--- src/rtl/vita_align_pkg.sv ---
// Shared definitions for the VITA lane word aligner: state encoding,
// default training words and a constant clog2 for counter sizing.
package vita_align_pkg;

  localparam logic [5:0] S_IDLE   = 6'b000001;
  localparam logic [5:0] S_SETTLE = 6'b000010;
  localparam logic [5:0] S_CHECK  = 6'b000100;
  localparam logic [5:0] S_SLIP   = 6'b001000;
  localparam logic [5:0] S_LOCKED = 6'b010000;
  localparam logic [5:0] S_FAILED = 6'b100000;

  typedef enum logic [5:0] {
    ST_IDLE   = S_IDLE,
    ST_SETTLE = S_SETTLE,
    ST_CHECK  = S_CHECK,
    ST_SLIP   = S_SLIP,
    ST_LOCKED = S_LOCKED,
    ST_FAILED = S_FAILED
  } align_state_e;

  localparam logic [9:0] TRAIN_10B = 10'h3A6;
  localparam logic [7:0] TRAIN_8B  = 8'hE9;
  localparam logic [3:0] TRAIN_4B  = 4'h9;

  function automatic int clog2(input int value);
    int r;
    r = 0;
    while ((1 << r) < value) r++;
    return r;
  endfunction

endpackage

--- src/rtl/bitslip_aligner.sv ---
// Per-lane word aligner: slips the upstream bitslip muxer until the
// parallel word matches the training pattern for MATCH_COUNT words.
module bitslip_aligner
  import vita_align_pkg::*;
#(
  parameter int unsigned DATAWIDTH     = 10,
  parameter logic [9:0]  TRAINING      = TRAIN_10B,
  parameter int unsigned SETTLE_CYCLES = 4,
  parameter int unsigned MATCH_COUNT   = 16,
  localparam int unsigned CW = clog2(DATAWIDTH)
) (
  input  logic                 clk,
  input  logic                 reset,
  input  logic                 start,
  input  logic [DATAWIDTH-1:0] din,
  output logic                 bitslip,
  output logic                 busy,
  output logic                 locked,
  output logic                 failed,
  output logic [CW-1:0]        slip_count
);

  localparam int unsigned SW = clog2(SETTLE_CYCLES + 1);
  localparam int unsigned MW = clog2(MATCH_COUNT + 1);
  localparam logic [DATAWIDTH-1:0] TRAIN_W = TRAINING[DATAWIDTH-1:0];

  align_state_e   state_q;
  logic [SW-1:0]  settle_q;
  logic [MW-1:0]  match_q;
  logic [CW-1:0]  slip_q;
  logic           bitslip_q;
  logic           busy_q;
  logic           locked_q;
  logic           failed_q;

  // The start path settles one cycle longer than the post-slip path (reload
  // with SETTLE_CYCLES-1), since SLIP itself already spent one cycle.
  always_ff @(posedge clk) begin
    if (reset) begin
      state_q   <= ST_IDLE;
      settle_q  <= '0;
      match_q   <= '0;
      slip_q    <= '0;
      bitslip_q <= 1'b0;
      busy_q    <= 1'b0;
      locked_q  <= 1'b0;
      failed_q  <= 1'b0;
    end else begin
      bitslip_q <= 1'b0;
      unique case (state_q)
        ST_IDLE, ST_LOCKED, ST_FAILED: begin
          if (start) begin
            locked_q <= 1'b0;
            failed_q <= 1'b0;
            slip_q   <= '0;
            settle_q <= SW'(SETTLE_CYCLES);
            busy_q   <= 1'b1;
            state_q  <= ST_SETTLE;
          end
        end
        ST_SETTLE: begin
          if (settle_q == '0) begin
            match_q <= '0;
            state_q <= ST_CHECK;
          end else begin
            settle_q <= settle_q - 1'b1;
          end
        end
        ST_CHECK: begin
          if (din == TRAIN_W) begin
            if (match_q == MW'(MATCH_COUNT - 1)) begin
              locked_q <= 1'b1;
              busy_q   <= 1'b0;
              state_q  <= ST_LOCKED;
            end else begin
              match_q <= match_q + 1'b1;
            end
          end else if (slip_q == CW'(DATAWIDTH - 1)) begin
            failed_q <= 1'b1;
            busy_q   <= 1'b0;
            state_q  <= ST_FAILED;
          end else begin
            bitslip_q <= 1'b1;
            slip_q    <= slip_q + 1'b1;
            state_q   <= ST_SLIP;
          end
        end
        ST_SLIP: begin
          settle_q <= SW'(SETTLE_CYCLES - 1);
          state_q  <= ST_SETTLE;
        end
        default: state_q <= ST_IDLE;
      endcase
    end
  end

  assign bitslip    = bitslip_q;
  assign busy       = busy_q;
  assign locked     = locked_q;
  assign failed     = failed_q;
  assign slip_count = slip_q;

endmodule

--- config.mk ---
export PLATFORM = sky130hd
export DESIGN_NAME = bitslip_aligner
export DESIGN_NICKNAME = d
export VERILOG_FILES = /design/src/rtl/vita_align_pkg.sv /design/src/rtl/bitslip_aligner.sv
export SDC_FILE = /design/constraint.sdc
export NUM_CORES = 1
export LEC_CHECK = 0
export ABC_AREA = 1
export BUFFER_PORTS_ARGS = -buffer_cell sky130_fd_sc_hd__buf_2
export CAP_MARGIN = 20
export CORE_ASPECT_RATIO = 0.6
export CORE_MARGIN = 1
export CORE_UTILIZATION = 30
export CTS_BUF_LIST = sky130_fd_sc_hd__clkbuf_16
export DETAILED_ROUTE_END_ITERATION = 16
export PLACE_DENSITY = 0.47
export SYNTH_ARGS = -nofsm -noshare
export SYNTH_HDL_FRONTEND = slang
export SYNTH_SLANG_ARGS = --single-unit
--- constraint.sdc ---
create_clock -name clk -period 1.3 [get_ports clk]
set_input_delay 0.195 -clock clk [delete_from_list [all_inputs] [get_ports clk]]
set_output_delay 0.195 -clock clk [all_outputs]
set_load 0.1 [all_outputs]
==> key figures <==
Run status
  – Outcome: finished, violations left
  – Failing checks: negative setup slack

Cells and area
  – Final nets: 294
  – Finished Cell Area: 0.002317 mm^2
  – Area Growth Syn to Fin: 54.72%
  – # diodes: 0
  – Share of post-route cells with drive strength above 1: 49.27%

Power and ir drop
  – Static leakage: 1.028 nW
  – Max IR drop VDD: 1.258 mV
  – Power per Cell Area: 2072 mW/mm^2

Synth
  – Avg Cell Area, Syn: 6.999 um^2
  – Ys flop type: dfxtp_1
  – Synth Net Count: 233
  – Yosys warnings: 0
  – Cell Area, Synth: 0.001498 mm^2
  – Register area share after synthesis: 29.41%
  – Count of flip-flops with a built-in enable after synthesis: 0
  – Synthesized flop and latch total: 22
  – Synth Instances: 214
  – Fraction of registers with async set/reset: 0%
  – Netlist cell types: 26

Clocking
  – Num CTS Buffers: 3
  – Clk sinks: 22
  – Bufs on Longest Clock Path: 2
  – H-tree levels: 1
  – TritonCTS clock tree: yes
  – Cts hold-fix bufs: 0
  – Clock-pin slew on the worst setup and hold paths: 0.06 ns
  – Clk_lat worst skew: 0.26 ns
  – CTS root buffer: clkbuf_16

Worst hold path
  – Hold endpoint: failed
  – Class of the worst hold path: in2reg
  – Hold path depth: 4
  – HP Start: start

Worst setup path
  – Critical path arrival: 1.64 ns
  – R2R Path End: match_q[1]
  – R2r setup slk: -0.14 ns
  – FF-to-FF path depth: 9
  – CP max FO: 8
  – Critical Path Start Type: register
  – Critical Path Start: state_q[5]
  – CP Capture Type: register
  – Worst R2R Start: state_q[5]
  – Critical path class: reg2reg
  – Required @ worst endpoint: 1.49 ns
  – CP dominant cell by count: nand2_4
  – CP max-delay cell: dfxtp_2
  – CP peak stage delay: 0.34 ns
  – CP Cell Sequence: nor2_4, nand2_4, nor2_8, nand2_4, nand2_4, nand3_4, nand2_2, nand2_2, nor2_2

Routing
  – Initial drt markers: 74
  – # DRC: 0
  – DRT Pass-1 Iters: 4
  – Routed wire length: 4092 um
  – Via density: 4.469
  – Via count: 1,506
  – Final antenna-violating net count: 0
  – Routed len/inst: 12.14 um

Die
  – I/O pin count: 21
  – Initial Utilization: 31.98%
  – Row cnt: 19
  – Chip width: 93.22 um
  – Core region area: 0.004683 mm^2
  – Die Ht: 56.73 um
  – Die area: 0.005288 mm^2

STA
  – Final setup vio count: 19
  – Fmax: 693.1 MHz
  – Slew HR: 67.79%
  – Tightest Pin Transition: 0.4865 ns
  – Final Max Tran Viols: 0
  – Hold Fails Final Rpt: 0
  – Period utilization: 111.0%
  – Hold Slack: 0.2246 ns
  – Fin Clk Skew: 0.001994 ns
  – Final worst setup slack: -0.1429 ns
  – Min cycle time layout: 1.443 ns
  – RSZ-0062 raised after global routing: true

Global route
  – Total Routing Usage GR: 16.71%
  – Initial antenna violation count: 0
  – Vias in the first global route: 1,302
  – First-pass GRT wire length: 6637 um
  – Total gr overflow: 0
  – Largest net degree at the start of global routing: 13

Place
  – Number of port buffers: 20
  – Placed Instance Area: 0.001993 mm^2
  – Gpl congestion: 0.8171
  – Post-DP HPWL: 3063 um
  – Pre-CTS setup slack: -0.2220 ns

Flow run
  – Maxcap violations: 0
## stage by stage
stage | utilization [%] | power, mW | TNS [ns] | std cells
after floorplan | - | 2.757 | -0.9173 | 214
after global placement | 42.56 | 3.498 | -3.028 | 324
after detailed placement | 42.56 | 3.492 | -3.015 | 324
after CTS | 47.32 | 4.628 | -2.315 | 332
after global routing | 49.48 | 5.148 | -3.900 | 337
final | 49.48 | 4.802 | -2.024 | 337
## metal layers
| layer | GRT usage [%] | wire length [um] |
|---|---|---|
| met2 | 21.11 | 1536 |
| met3 | 4.065 | 181 |
| met5 | 0 | 0 |
| met1 | 27.21 | 2351 |
| met4 | 3.297 | 24 |
## logic make-up (layout without fill, tap and decap cells)
family / after synthesis / after routing / synth area share [%]
AOI/OAI and AO/OA: 18 / 18 / 6.015
xor gates and xnor gates: 2 / 2 / 1.170
adders and majority gates: 6 / 6 / 5.012
buffers and inverters: 37 / 96 / 10.03
DFF: 22 / 22 / 29.41
and+or+nand+nor: 129 / 130 / 48.37
## Yosys cell counts, types with 2 or more instances
| cell type | n | area share, % |
|---|---|---|
| nand2_1 | 39 | 9.8 |
| nor2_1 | 36 | 9.0 |
| inv_1 | 32 | 8.0 |
| dfxtp_1 | 22 | 29 |
| nand3_1 | 14 | 4.7 |
| a21oi_1 | 12 | 4.0 |
| nand4_1 | 11 | 4.6 |
| nand2_4 | 7 | 5.3 |
| ha_1 | 6 | 5.0 |
| nand2_2 | 4 | 1.7 |
| o21ai_0 | 4 | 1.3 |
| nand3_2 | 3 | 2.0 |
| nand3_4 | 3 | 3.5 |
| nor2_2 | 3 | 1.3 |
| nor2_4 | 3 | 2.3 |
| clkinv_1 | 2 | 0.50 |
| o21ai_1 | 2 | 0.67 |
| or2_2 | 2 | 0.84 |
| xnor2_1 | 2 | 1.2 |
## area by class of cell
type | instances | area [um^2]
fillers | 476 | 2366
multi-input cells | 156 | 1109
flip-flops and latches | 22 | 460.4
repair buffers | 58 | 456.7
inverters | 34 | 133.9
well taps | 63 | 78.83
clock buffers | 3 | 75.07
clock inverters | 1 | 3.754
## flip-flops by register name, summed over array words and instances, names as in the netlist
register	count
failed	1
bitslip	1
locked	1
match_q	5
settle_q	3
state_q	6
slip_count	4
busy	1
## worst max-delay path by stage
stage | endpoint | slack [ns] | cells after the start
CTS | match_q[1] | -0.16 | 9
global placement | state_q[4] | -0.24 | 9
finish | match_q[1] | -0.14 | 9
detailed placement | state_q[5] | -0.22 | 9
global route | settle_q[2] | -0.25 | 8
floorplan | slip_count[0] | -0.16 | 10
## cells in the final DEF (no fill, tap or decap)
master	n
buf_6	3
a21oi_1	8
nor2_8	1
dfxtp_4	2
nor2_1	28
xnor2_1	2
buf_2	16
inv_1	27
or2_2	2
nand2_2	7
ha_4	3
clkinv_2	1
a21oi_2	4
nand4_1	11
nor2_2	7
nand2_8	3
buf_12	4
nor3_2	1
dfxtp_1	10
ha_1	3
buf_4	35
o21ai_0	4
clkbuf_16	3
dfxtp_2	10
nand3_4	6
inv_2	5
clkinv_1	1
nand3_2	6
nand3b_1	1
nand3_1	8
nand2_4	8
nand2_1	34
nor2_4	7
o21ai_1	2
clkinv_4	1
## power breakdown
part / total [mW] / switching [mW] / leakage, nW / internal [mW]
sequential: 0.997 / 0.139 / 0.185 / 0.858
clock: 0.666 / 0.255 / 0.0385 / 0.411
combinational: 3.14 / 1.87 / 0.804 / 1.27
## worst max-delay path, delay by kind of cell, from the launching register on
kind             cells  cell delay (ns)
DFF                  1             0.34
and+or+nand+nor      9             1.04
## what timing repair did
item,4_1_cts,5_1_grt
resized for setup,30,16
setup buffers,3,5
gates cloned,1,0
endpoints found under the setup margin,22,22
pin swaps,16,17
Power figures use the tool's default switching activity.
